===== src/rtl/tick_sched_pkg.sv =====
// Shared types and constants for the tick scheduler: per-channel state
// encoding, channel-count ceiling and the cfg_ch index width helper.
package tick_sched_pkg;

    typedef enum logic {
        IDLE = 1'b0,
        RUN  = 1'b1
    } ch_state_t;

    localparam int MAX_CH = 16;

    // A single channel still needs a one-bit index port.
    function automatic int ch_index_width(input int n);
        return (n > 1) ? $clog2(n) : 1;
    endfunction

endpackage


===== src/rtl/tick_channel.sv =====
// One tick channel: period/mode registers, cycle counter and registered
// tick/busy/done outputs. The sync input realigns a running channel's phase.
module tick_channel
    import tick_sched_pkg::*;
#(
    parameter int CNT_W = 16
) (
    input  logic             clk,
    input  logic             reset,
    input  logic             cfg_we,
    input  logic [CNT_W-1:0] cfg_period,
    input  logic             cfg_oneshot,
    input  logic             start,
    input  logic             stop,
    input  logic             sync,
    output logic             idle,
    output logic             tick,
    output logic             busy,
    output logic             done
);

    ch_state_t        state;
    logic [CNT_W-1:0] period;
    logic [CNT_W-1:0] count;
    logic             oneshot;
    logic             terminal;

    assign idle = (state == IDLE);

    // Terminal count only fires when nothing else (stop, retrigger, phase
    // alignment) claims the channel in the same cycle.
    assign terminal = (state == RUN) && (count == period - CNT_W'(1))
                      && !stop && !start && !sync;

    always_ff @(posedge clk) begin
        if (reset) begin
            state   <= IDLE;
            period  <= CNT_W'(1);
            oneshot <= 1'b0;
            count   <= '0;
            tick    <= 1'b0;
            busy    <= 1'b0;
            done    <= 1'b0;
        end else begin
            tick <= terminal;
            done <= terminal && oneshot;
            busy <= (state == RUN);

            if (cfg_we) begin
                period  <= (cfg_period == '0) ? CNT_W'(1) : cfg_period;
                oneshot <= cfg_oneshot;
            end

            if (stop) begin
                state <= IDLE;
                count <= '0;
            end else if (start) begin
                state <= RUN;
                count <= '0;
            end else if (state == RUN) begin
                if (sync) begin
                    count <= '0;
                end else if (terminal) begin
                    count <= '0;
                    if (oneshot) begin
                        state <= IDLE;
                    end
                end else begin
                    count <= count + CNT_W'(1);
                end
            end
        end
    end

endmodule


===== src/rtl/tick_scheduler.sv =====
// Multi-channel tick scheduler: decodes configuration writes onto NUM_CH
// independent tick_channel instances. TICK_SCHED_SYNC_EN adds the sync_all port.
module tick_scheduler
    import tick_sched_pkg::*;
#(
    parameter  int NUM_CH = 4,
    parameter  int CNT_W  = 16,
    localparam int CH_W   = ch_index_width(NUM_CH)
) (
    input  logic              clk,
    input  logic              reset,
`ifdef TICK_SCHED_SYNC_EN
    input  logic              sync_all,
`endif
    input  logic              cfg_valid,
    output logic              cfg_ready,
    input  logic [CH_W-1:0]   cfg_ch,
    input  logic [CNT_W-1:0]  cfg_period,
    input  logic              cfg_oneshot,
    input  logic [NUM_CH-1:0] start,
    input  logic [NUM_CH-1:0] stop,
    output logic [NUM_CH-1:0] tick,
    output logic [NUM_CH-1:0] busy,
    output logic [NUM_CH-1:0] done
);

    logic [NUM_CH-1:0]    ch_idle;
    logic [2**CH_W-1:0]   idle_pad;
    logic                 in_range;
    logic                 sync_int;

`ifdef TICK_SCHED_SYNC_EN
    assign sync_int = sync_all;
`else
    assign sync_int = 1'b0;
`endif

    // Pad the idle vector so any cfg_ch encoding indexes a defined bit;
    // unimplemented channel numbers read as not-idle and are also range-gated.
    always_comb begin
        idle_pad               = '0;
        idle_pad[NUM_CH-1:0]   = ch_idle;
    end

    assign in_range  = ({1'b0, cfg_ch} < (CH_W + 1)'(NUM_CH));
    assign cfg_ready = in_range && idle_pad[cfg_ch];

    for (genvar i = 0; i < NUM_CH; i++) begin : g_ch
        tick_channel #(
            .CNT_W(CNT_W)
        ) u_channel (
            .clk        (clk),
            .reset      (reset),
            .cfg_we     (cfg_valid && cfg_ready && (cfg_ch == CH_W'(i))),
            .cfg_period (cfg_period),
            .cfg_oneshot(cfg_oneshot),
            .start      (start[i]),
            .stop       (stop[i]),
            .sync       (sync_int),
            .idle       (ch_idle[i]),
            .tick       (tick[i]),
            .busy       (busy[i]),
            .done       (done[i])
        );
    end

endmodule


===== config.mk =====
export PLATFORM = sky130hd
export DESIGN_NAME = tick_scheduler
export DESIGN_NICKNAME = d
export VERILOG_FILES = /design/src/rtl/tick_sched_pkg.sv /design/src/rtl/tick_channel.sv /design/src/rtl/tick_scheduler.sv
export SDC_FILE = /design/constraint.sdc
export NUM_CORES = 1
export LEC_CHECK = 0
export CORE_MARGIN = 3
export CORE_UTILIZATION = 44
export CTS_BUF_LIST = sky130_fd_sc_hd__clkbuf_8
export DETAILED_ROUTE_END_ITERATION = 10
export GPL_ROUTABILITY_DRIVEN = 0
export PLACE_DENSITY = 0.65
export SYNTH_ARGS = -nofsm -noshare
export SYNTH_HDL_FRONTEND = slang
export SYNTH_SLANG_ARGS = --single-unit

===== constraint.sdc =====
create_clock -name clk -period 2.5 [get_ports clk]
set_input_delay 0.5 -clock clk [delete_from_list [all_inputs] [get_ports clk]]
set_output_delay 0.5 -clock clk [all_outputs]
set_load 0.01 [all_outputs]

==> flow_summary.toml <==
[timing]
skew_ns = 0.01284
fmax_mhz = 413.7
hold_violations = 0
holdWs_ns = 0.4745
slew_violations = 0
finalSetupViolations = 0
period_share_pct = 96.70
max_slew_margin_pct = 48.94
min_period_ns = 2.417
tightest_slew_ns = 0.7560

[worst_setup_path]
worstSetupPathType = "reg2reg"
cp_num_buf_inv = 4
crit_chain = "inv_1, ha_1, buf_4, nor4b_2, buf_4, and4b_2, or3_4, a41oi_4, o2111ai_4, nand2_2, clkbuf_16, nor2_1"
critPathRequiredTime_ns = 2.85
critPathLaunch = "g_ch[1].u_channel.period[0]$_SDFFE_PP1P_"
worstPathMaxFanout = 7
critPathMaxStageDelay_ns = 0.34
cpMostUsedCell = "buf_4"
end_kind = "flop"
cp-start-kind = "flop"
crit_slowest_cell = "or3_4"
crit_family = "simple AND/OR/NAND/NOR gates"
cp.arrival_ns = 2.77
cp_num_cells = 12
worst_r2r_startpoint = "g_ch[1].u_channel.period[0]$_SDFFE_PP1P_"
r2r_cells = 12

[layout]
multi_input_area_mm2 = 0.004886
antenna_cells = 0
final_cell_mix = "174 x nand2_1, 139 x dfxtp_1, 91 x buf_4"
drive_above_1_share_pct = 16.05
seqCellArea_mm2 = 0.002982
final_cells = 1363
layout_commonest_cell = "nand2_1"
fin_util_pct = 55.02
layout.nets = 1159
nFillCells = 1722
area_delta_synth_final_pct = 22.35

[power]
p_leak_nw = 3.589
switching_share_pct = 26.59
p_comb_share_pct = 12.7
clockPowerShare_pct = 40.4
power.density_mw_per_mm2 = 526.6
p_int_mw = 3.833
vdd_drop_max_mv = 0.3473
power_switching_mw = 1.389
p_seq_share_pct = 46.8

[hold_path]
hold_class = "reg2reg"
hold_path_startpoint = "g_ch[2].u_channel.oneshot$_SDFFE_PP0P_"
worstHoldPathCells = 2

[clocking]
cts_tree = "yes"
cts_buffers = 17
cts.path.max_buffers = 2
tritoncts_num_sinks = 148
root_buffer = "clkbuf_8"
clkLatencyLatePin_ns = 0.46
ctsHtreeMaxLevel = 4
ctsHoldBuffers = 0
clkTransAtPathRegs_ns = 0.09

[run_status]
outcome = "completed"

[global_route]
grt_overflow = 0
grt_pass1_wl_mm = 34.81
grt_pass1_vias = 6937
grt_max_degree = 24
grtUsageMet1_pct = 28.96
antenna_found_initial = 0
use_met3_pct = 4.483
grt_use_met2_pct = 34.07
top_usage_layer = "met2"
track_usage_pct = 21.39

[logic_synthesis]
syn_area_mm2 = 0.008105
synth_top_area_cell = "dfxtp_1"
synth_seq_cells = 148
ys_warn_count = 0
muxShareOfSynthArea_pct = 0.4168
syn-instance-count = 1027
synthArstFlopShare_pct = 0
synth_ff_type = "dfxtp_1"
synth_xor_area_share_pct = 14.02
synth_compound_area_share_pct = 12.72
synth-simple-area-share_pct = 29.72
synth_top_family_by_area = "simple AND/OR/NAND/NOR gates"
synth_cell_types = 68
yosysTopAreaCellShare_pct = 36.55
syn_nets = 1065
avgSynthCellArea_um2 = 7.892
synthAdderAreaFrac_pct = 1.235
yosysSeqAreaShare_pct = 36.55
netlist_top_cells_area = "dfxtp_1 37%, nand2_1 8.1%, xor2_1 7.8%, xnor2_1 5.9%, a21oi_1 4.8%"
synth-edff-count = 0

[drt]
via_count = 7542
wl_mm = 21.59
via_per_inst = 5.533
avgRoutedWirePerCell_um = 15.84
antenna_left = 0
drt_iter0_drc = 596
drc_errors = 0
drtPass1Iterations = 5

[placed_design]
port_buffers = 42
dp_cells = 1326
dp_hpwl_mm = 15.90

[die]
die_y_um = 141.7
ios = 43
rows = 49
initial_utilization_pct = 44.97
dieArea_mm2 = 0.02009
coreArea_mm2 = 0.01802
dieWidth_um = 141.7

[run]
maxCapViolCount = 0
final timing paths:
check,end,slack [ns]
min reg2reg,g_ch[2].u_channel.oneshot$_SDFFE_PP0P_,0.47
max,g_ch[1].u_channel.count[12]$_SDFFE_PP0P_,0.08
max reg2reg,g_ch[1].u_channel.count[12]$_SDFFE_PP0P_,0.08
min,g_ch[2].u_channel.oneshot$_SDFFE_PP0P_,0.47
tightest hold or removal path: stages (launching register included):
cell     delay (ns)
dfxtp_1        0.33
nand2_1        0.05
a21oi_1        0.05
area by class of cell:
type,instances,share of cell area [%]
multi-input combinational,788,49.27
sequential,148,30.07
timing repair buffer,139,12.24
tap,229,2.889
clock buffer,18,2.498
clock inverter,14,2.019
inverter,27,1.022
sequential cells by signal, indices dropped and copies added, names as in the netlist:
register / cells
g_ch.u_channel.oneshot: 4
g_ch.u_channel.done: 4
g_ch.u_channel.busy: 4
g_ch.u_channel.state: 4
g_ch.u_channel.count: 64
g_ch.u_channel.tick: 4
g_ch.u_channel.period: 64
metal layers:
metal / routed length (µm) / vias up
li1: - / 3747
met1: 10130 / 3567
met2: 9864 / 188
met3: 1031 / 40
met4: 559 / 0
met5: 0 / -
power groups by stage:
stage / Sequential (mW) / Combinational, mW / Clock (mW)
6_report: 2.45 / 0.665 / 2.11
5_1_grt: 2.45 / 0.721 / 2.26
4_1_cts: 2.45 / 0.620 / 2.15
3_5_place_dp: 2.50 / 0.613 / 0
3_3_place_gp: 2.50 / 0.607 / 0
2_1_floorplan: 2.49 / 0.346 / 0
cell families after synthesis:
family	count (synthesis)
AO/OA/AOI/OAI	164
XOR/XNOR	128
adder cells (fa/ha/maj)	8
buffers and inverters	91
flip-flops	148
multiplexers	3
AND/OR/NAND/NOR	485
synth_stat cells (all sizes together), types with 3 or more instances:
library cell and instances:
nor4 21, nor3 46, a211o 7, nand4b 6, ha 8, nor4b 3, o21ai 25, inv 27
nand3 32, nand3b 8, nor2 90, and3 21, o211ai 3, a21oi 77, clkbuf 41, o2111ai 5
a31oi 7, a41oi 4, xnor2 55, nand2b 9, nand4 26, mux2 3, nor3b 5, and4 6
or4 5, buf 21, a211oi 8, o41ai 3, nand2 175, dfxtp 148, nor2b 10, and2 6
xor2 72, or3 8, o311ai 3, o31ai 3
metrics by stage:
step	TNS, ns	setup WS [ns]	instance area, µm²	power (mW)
after floorplan	0	0.03049	8105	2.835
after CTS	0	0.02054	9698	5.217
final	0	0.08251	9917	5.222
after global routing	-0.1557	-0.02383	9917	5.438
after global placement	-2.975	-0.1335	9216	3.107
after detailed placement	-5.239	-0.1885	9216	3.113
what timing repair did:
item	in CTS	in global routing
gates cloned	0	1
pin swaps	3	11
buffers inserted	0	4
endpoints found under the setup margin	55	70
resized for setup	12	35
No activity file was read; power rests on OpenSTA's default activity.
